### src/rtl/dirty_recompute_pkg.sv
// Shared configuration, the per-channel square function and the pipeline payload type.
// The payload field widths follow the DEF_* values below, so re-size here rather than per instance.
package dirty_recompute_pkg;

    localparam int DEF_N_CHAN      = 5;
    localparam int DEF_W_IN        = 8;
    localparam int DEF_W_OUT       = 8;
    localparam int DEF_PIPE_STAGES = 2;

    localparam int CHAN_W = (DEF_N_CHAN > 1) ? $clog2(DEF_N_CHAN) : 1;

    // Wide enough for the full square plus zero-extension when W_OUT exceeds 2*W_IN.
    localparam int SQ_W = 2 * DEF_W_IN + DEF_W_OUT;

    typedef struct packed {
        logic                 valid;
        logic [CHAN_W-1:0]    chan;
        logic [DEF_W_OUT-1:0] data;
    } payload_t;

    function automatic logic [DEF_W_OUT-1:0] f(input logic [DEF_W_IN-1:0] x);
        logic [SQ_W-1:0] x_ext;
        x_ext = SQ_W'(x);
        return DEF_W_OUT'(x_ext * x_ext);
    endfunction

endpackage

### src/rtl/dirty_recompute_func.sv
// Pipelined square unit: f is evaluated on entry, then the result and its channel tag
// travel through PIPE_STAGES registers.
module dirty_recompute_func
    import dirty_recompute_pkg::*;
#(
    parameter int W_IN        = DEF_W_IN,
    parameter int PIPE_STAGES = DEF_PIPE_STAGES
) (
    input  logic              i_clk,
    input  logic              i_arst_n,
    input  logic              i_valid,
    input  logic [CHAN_W-1:0] i_chan,
    input  logic [W_IN-1:0]   i_x,
    output payload_t          o_res
);

    payload_t stage_q [PIPE_STAGES];
    payload_t stage_d [PIPE_STAGES];

    always_comb begin
        stage_d[0].valid = i_valid;
        stage_d[0].chan  = i_chan;
        stage_d[0].data  = f(i_x);
        for (int s = 1; s < PIPE_STAGES; s++) begin
            stage_d[s] = stage_q[s-1];
        end
    end

    always_ff @(posedge i_clk or negedge i_arst_n) begin
        if (!i_arst_n) begin
            for (int s = 0; s < PIPE_STAGES; s++) begin
                stage_q[s] <= '0;
            end
        end else begin
            for (int s = 0; s < PIPE_STAGES; s++) begin
                stage_q[s] <= stage_d[s];
            end
        end
    end

    assign o_res = stage_q[PIPE_STAGES-1];

endmodule

### src/rtl/dirty_recompute.sv
// Recomputes f only for channels whose input changed, sharing one pipelined unit via round-robin.
// Define DIRTY_RECOMPUTE_ISSUECOUNT_EN to add the saturating o_nIssued issue counter.
module dirty_recompute
    import dirty_recompute_pkg::*;
#(
    parameter int N_CHAN      = DEF_N_CHAN,
    parameter int W_IN        = DEF_W_IN,
    parameter int W_OUT       = DEF_W_OUT,
    parameter int PIPE_STAGES = DEF_PIPE_STAGES
) (
    input  logic                     i_clk,
    input  logic                     i_arst_n,
    input  logic [N_CHAN*W_IN-1:0]   i_x,
    output logic [N_CHAN*W_OUT-1:0]  o_y,
    output logic [N_CHAN-1:0]        o_valid,
    output logic                     o_busy
`ifdef DIRTY_RECOMPUTE_ISSUECOUNT_EN
    ,
    output logic [15:0]              o_nIssued
`endif
);

    // A channel can be in flight at most once per pipe stage, so this never wraps.
    localparam int CNT_W = $clog2(PIPE_STAGES + 1);

    logic [W_IN-1:0]   x_prev_q   [N_CHAN];
    logic [W_IN-1:0]   x_prev_d   [N_CHAN];
    logic [CNT_W-1:0]  inflight_q [N_CHAN];
    logic [CNT_W-1:0]  inflight_d [N_CHAN];
    logic [W_OUT-1:0]  y_q        [N_CHAN];
    logic [W_OUT-1:0]  y_d        [N_CHAN];
    logic [N_CHAN-1:0] dirty_q;
    logic [N_CHAN-1:0] dirty_d;
    logic [N_CHAN-1:0] changed;
    logic [N_CHAN-1:0] issue;
    logic [N_CHAN-1:0] wb_hit;
    logic [CHAN_W-1:0] rr_ptr_q;
    logic [CHAN_W-1:0] rr_ptr_d;
    logic              grant_valid;
    logic [CHAN_W-1:0] grant_chan;
    payload_t          wb;

    always_comb begin
        for (int c = 0; c < N_CHAN; c++) begin
            x_prev_d[c] = i_x[c*W_IN +: W_IN];
            changed[c]  = (x_prev_d[c] != x_prev_q[c]);
        end
    end

    // Walk downward so the channel closest after rr_ptr is the last (winning) assignment.
    always_comb begin
        logic [CHAN_W-1:0] idx;
        idx         = '0;
        grant_valid = 1'b0;
        grant_chan  = '0;
        for (int i = N_CHAN; i >= 1; i--) begin
            idx = CHAN_W'((int'(rr_ptr_q) + i) % N_CHAN);
            if (dirty_q[idx]) begin
                grant_valid = 1'b1;
                grant_chan  = idx;
            end
        end
        rr_ptr_d = grant_valid ? grant_chan : rr_ptr_q;
    end

    always_comb begin
        for (int c = 0; c < N_CHAN; c++) begin
            issue[c]      = grant_valid && (grant_chan == CHAN_W'(c));
            wb_hit[c]     = wb.valid && (wb.chan == CHAN_W'(c));
            dirty_d[c]    = changed[c] | (dirty_q[c] & ~issue[c]);
            inflight_d[c] = inflight_q[c];
            if (issue[c] && !wb_hit[c]) begin
                inflight_d[c] = inflight_q[c] + CNT_W'(1);
            end else if (!issue[c] && wb_hit[c]) begin
                inflight_d[c] = inflight_q[c] - CNT_W'(1);
            end
            y_d[c] = wb_hit[c] ? wb.data : y_q[c];
        end
    end

    dirty_recompute_func #(
        .W_IN        (W_IN),
        .PIPE_STAGES (PIPE_STAGES)
    ) u_func (
        .i_clk    (i_clk),
        .i_arst_n (i_arst_n),
        .i_valid  (grant_valid),
        .i_chan   (grant_chan),
        .i_x      (x_prev_q[grant_chan]),
        .o_res    (wb)
    );

    always_ff @(posedge i_clk or negedge i_arst_n) begin
        if (!i_arst_n) begin
            for (int c = 0; c < N_CHAN; c++) begin
                x_prev_q[c]   <= '0;
                inflight_q[c] <= '0;
                y_q[c]        <= '0;
            end
            dirty_q  <= '0;
            rr_ptr_q <= CHAN_W'(N_CHAN - 1);
        end else begin
            for (int c = 0; c < N_CHAN; c++) begin
                x_prev_q[c]   <= x_prev_d[c];
                inflight_q[c] <= inflight_d[c];
                y_q[c]        <= y_d[c];
            end
            dirty_q  <= dirty_d;
            rr_ptr_q <= rr_ptr_d;
        end
    end

    always_comb begin
        o_busy = |dirty_q;
        for (int c = 0; c < N_CHAN; c++) begin
            o_y[c*W_OUT +: W_OUT] = y_q[c];
            o_valid[c]            = ~dirty_q[c] & (inflight_q[c] == '0);
            o_busy                = o_busy | (inflight_q[c] != '0);
        end
    end

`ifdef DIRTY_RECOMPUTE_ISSUECOUNT_EN
    logic [15:0] n_issued_q;
    logic [15:0] n_issued_d;

    always_comb begin
        n_issued_d = n_issued_q;
        if (grant_valid && (n_issued_q != 16'hFFFF)) begin
            n_issued_d = n_issued_q + 16'd1;
        end
    end

    always_ff @(posedge i_clk or negedge i_arst_n) begin
        if (!i_arst_n) begin
            n_issued_q <= '0;
        end else begin
            n_issued_q <= n_issued_d;
        end
    end

    assign o_nIssued = n_issued_q;
`endif

endmodule
### config.mk
export PLATFORM = sky130hd
export DESIGN_NAME = dirty_recompute
export DESIGN_NICKNAME = d
export VERILOG_FILES = /design/src/rtl/dirty_recompute_pkg.sv /design/src/rtl/dirty_recompute_func.sv /design/src/rtl/dirty_recompute.sv
export SDC_FILE = /design/constraint.sdc
export NUM_CORES = 1
export LEC_CHECK = 0
export CAP_MARGIN = 30
export CORE_UTILIZATION = 57
export CTS_BUF_LIST = sky130_fd_sc_hd__clkbuf_8
export CTS_CLUSTER_DIAMETER = 200
export DETAILED_ROUTE_END_ITERATION = 6
export DONT_BUFFER_PORTS = 1
export GPL_TIMING_DRIVEN = 0
export PLACE_DENSITY = 0.72
export SYNTH_ARGS = -nofsm -noshare
export SYNTH_HDL_FRONTEND = slang
export SYNTH_SLANG_ARGS = --single-unit
### constraint.sdc
create_clock -name i_clk -period 17.8 [get_ports i_clk]
set_input_delay 0 -clock i_clk [delete_from_list [all_inputs] [get_ports i_clk]]
set_output_delay 0 -clock i_clk [all_outputs]
set_load 0.02 [all_outputs]
==> metrics.yaml <==
drtIter0Drc: 347
grt_pass1_vias: 5372
crit_type: "flip-flop to flip-flop"
placed_area_sq_um: 7140
cp_num_cells: 34
period_minus_slack_ns: 8.46
die-width_um: 112
drv_cap: 0
layout_worst_path_cycle_share: 0.475
end_kind: "flip-flop"
rr_endpoint: "u_func.stage_d[7]$_DFF_PN0_"
fp.coreArea_sq_um: 11600
cts_setup_buffers: 0
yosys-top-cells-area: "dfrtp_1, ha_1, xor2_1, mux2_2, mux2i_1"
layout-drive-gt1-share: 0.156
num_vias: 5176
seq_area_sq_um: 2880
grtUsageTotal: 0.296
ys_seq_area_frac: 0.415
nFillCells: 863
synthDistinctLibCells: 80
clkSinkCount: 115
fin_nets: 788
grt.overflow.total: 0
slowest_stage: "fa_1"
remaining_drc_errors: 5
cp-start-kind: "flip-flop"
synth_area_sq_um: 6930
syn2layout_area_growth_pct: 15.4
drt.antenna.violating_nets: 0
hold-path-cell-count: 1
setup_violations: 0
synth_edf_count: 0
rsz0062_at_grt: "false"
multi_input_area_sq_um: 3720
cts_made_buffers: 17
htreeDepth: 4
placementRows: 39
start_util: 0.597
arrival_ns: 8.81
timing.critical_path.buf_inv: 7
p_per_area_nw_per_um2: 101
slew_headroom: 0.361
skew_ns: 0.0135
finalNonFillerCells: 856
grt_max_degree: 116
synth.avg_cell_area_sq_um: 11.0
clockBufferDepth: 2
slowest_delay_ns: 0.52
yosysWarnings: 0
routabilityCongestion: 0.947
dp.cells: 781
synth_top_area_share: 0.412
synthCells: 632
grt_pass1_wl_mm: 28.5
hold_start: "i_x[0]"
wire_per_inst_um: 20.1
cp.required_ns: 18.15
r2r_cells: 34
hold_end: "x_prev_q[32]$_DFF_PN0_"
slew_viol_final: 0
failed_checks: "DRC"
r2r-start: "rr_ptr_q[1]$_DFFE_PN0P_"
max_freq_mhz: 118
status: "complete, but fails checks"
worst_pin_slew_ns: 0.946
clock_latency_ns: 0.43
hold_ws_ns: 0.163
dieArea_sq_um: 12600
reg2reg_slack_ns: 9.34
ir_drop_v: 0.0000818
wl_mm: 17.2
ys_top_cells_by_count: "dfrtp_1, xor2_1, inv_1, nor2_1, ha_1"
hp-class: "input pin to flip-flop"
first_pass_iters: 7
synth-seq-cells: 115
io_pins: 88
async_flop_share: 1.00
path_delay_family: "adder cells"
cts_tree: "yes"
die_h_um: 112
hold_violations: 0
antenna_found_initial: 1
finalSetupTns_ns: 0
clk_pin_slew_worst_paths_ns: 0.08
synth_top_area_cell: "dfrtp_1"
synth_flop_cell: "dfrtp_1"
port_buffers: 0
p_leak_nw: 3.53
finish.instance_area_sq_um: 8000
cts_root_buffer: "clkbuf_8"
cp_common_cell: "ha_1"
routed_via_density: 6.05
synth.most_common_cell: "dfrtp_1"
worstPathMaxFanout: 10
dpl.hpwl_mm: 11.7
p_total_mw: 0.812
==> worst max-delay path by stage <==
stage,endpoint,from,slack [ns]
floorplan,u_func.stage_d[7]$_DFF_PN0_,rr_ptr_q[1]$_DFFE_PN0P_,10.48
finish,u_func.stage_d[7]$_DFF_PN0_,rr_ptr_q[1]$_DFFE_PN0P_,9.34
detailed placement,u_func.stage_d[7]$_DFF_PN0_,rr_ptr_q[1]$_DFFE_PN0P_,9.48
global route,u_func.stage_d[7]$_DFF_PN0_,rr_ptr_q[1]$_DFFE_PN0P_,8.76
CTS,u_func.stage_d[7]$_DFF_PN0_,rr_ptr_q[1]$_DFFE_PN0P_,9.44
global placement,u_func.stage_d[7]$_DFF_PN0_,rr_ptr_q[1]$_DFFE_PN0P_,9.48
==> sequential cells by signal, summed over array words and instances, names as in the netlist <==
name and count:
o_y 35, u_func.o_res 11, x_prev_q 40, inflight_q 10, u_func.stage_d 11, rr_ptr_q 3
dirty_q 5
==> report_power, final <==
group          switching, mW  internal, mW  total (mW)
combinational         0.0706        0.0796       0.150
sequential            0.0847         0.319       0.404
clock                  0.114         0.144       0.258
==> final cells by class <==
type	count	area share
multi-input cells	449	0.465
repair buffers	44	0.0560
well taps	143	0.0224
diodes	1	0.000313
clock inverters	14	0.0219
clock buffers	18	0.0310
plain buffers	29	0.0225
flip-flops and latches	115	0.360
inverters	43	0.0208
==> cells by family after synthesis <==
| logic type | Yosys count | share of synthesized area |
|---|---|---|
| AND/OR/NAND/NOR | 144 | 0.112 |
| flip-flops | 115 | 0.415 |
| buffers and inverters | 72 | 0.0500 |
| AO/OA/AOI/OAI | 120 | 0.130 |
| multiplexers | 65 | 0.106 |
| XOR/XNOR | 68 | 0.0913 |
| adder cells (fa/ha/maj) | 47 | 0.0946 |
| other | 1 | 0.000541 |
==> per-layer routing <==
layer / share of wire / up-vias / track usage
li1: - / 2370 / -
met3: 0.057 / 38 / 0.0605
met5: 0 / - / 0
met1: 0.42 / 2557 / 0.384
met2: 0.49 / 211 / 0.487
met4: 0.030 / 0 / 0.125
==> stage by stage <==
stage	util	worst slack, ns
after global routing	0.689	8.76
after floorplan	-	10.48
after global placement	0.614	9.48
after CTS	0.689	9.44
final	0.689	9.34
after detailed placement	0.614	9.48
==> cell usage in the layout (no fill, tap or decap), types with 4 or more instances in the layout <==
master / count
dfrtp_1: 114
xor2_1: 52
dlygate4sd3_1: 41
inv_1: 39
nor2_1: 39
ha_1: 38
mux2_2: 36
mux2i_1: 26
a21oi_1: 24
nand2_1: 19
clkbuf_8: 18
o21ai_0: 16
clkbuf_1: 14
xnor2_1: 14
o211ai_1: 12
nor3_1: 12
nor4_1: 12
nor2b_1: 9
and2_1: 9
fa_1: 9
nand2b_1: 8
buf_4: 6
buf_6: 6
nand3_1: 6
and3_1: 5
buf_2: 5
a21o_1: 5
or2_2: 5
a31oi_1: 5
o21a_1: 5
conb_1: 5
a211o_1: 4
a211oi_1: 4
inv_6: 4
==> repair_timing <==
item | CTS | global route
hold buffers | 42 | 0
gates resized for setup | 0 | 0
hold endpoints to repair | 160 | 0
(Power assumes the default switching activity.)
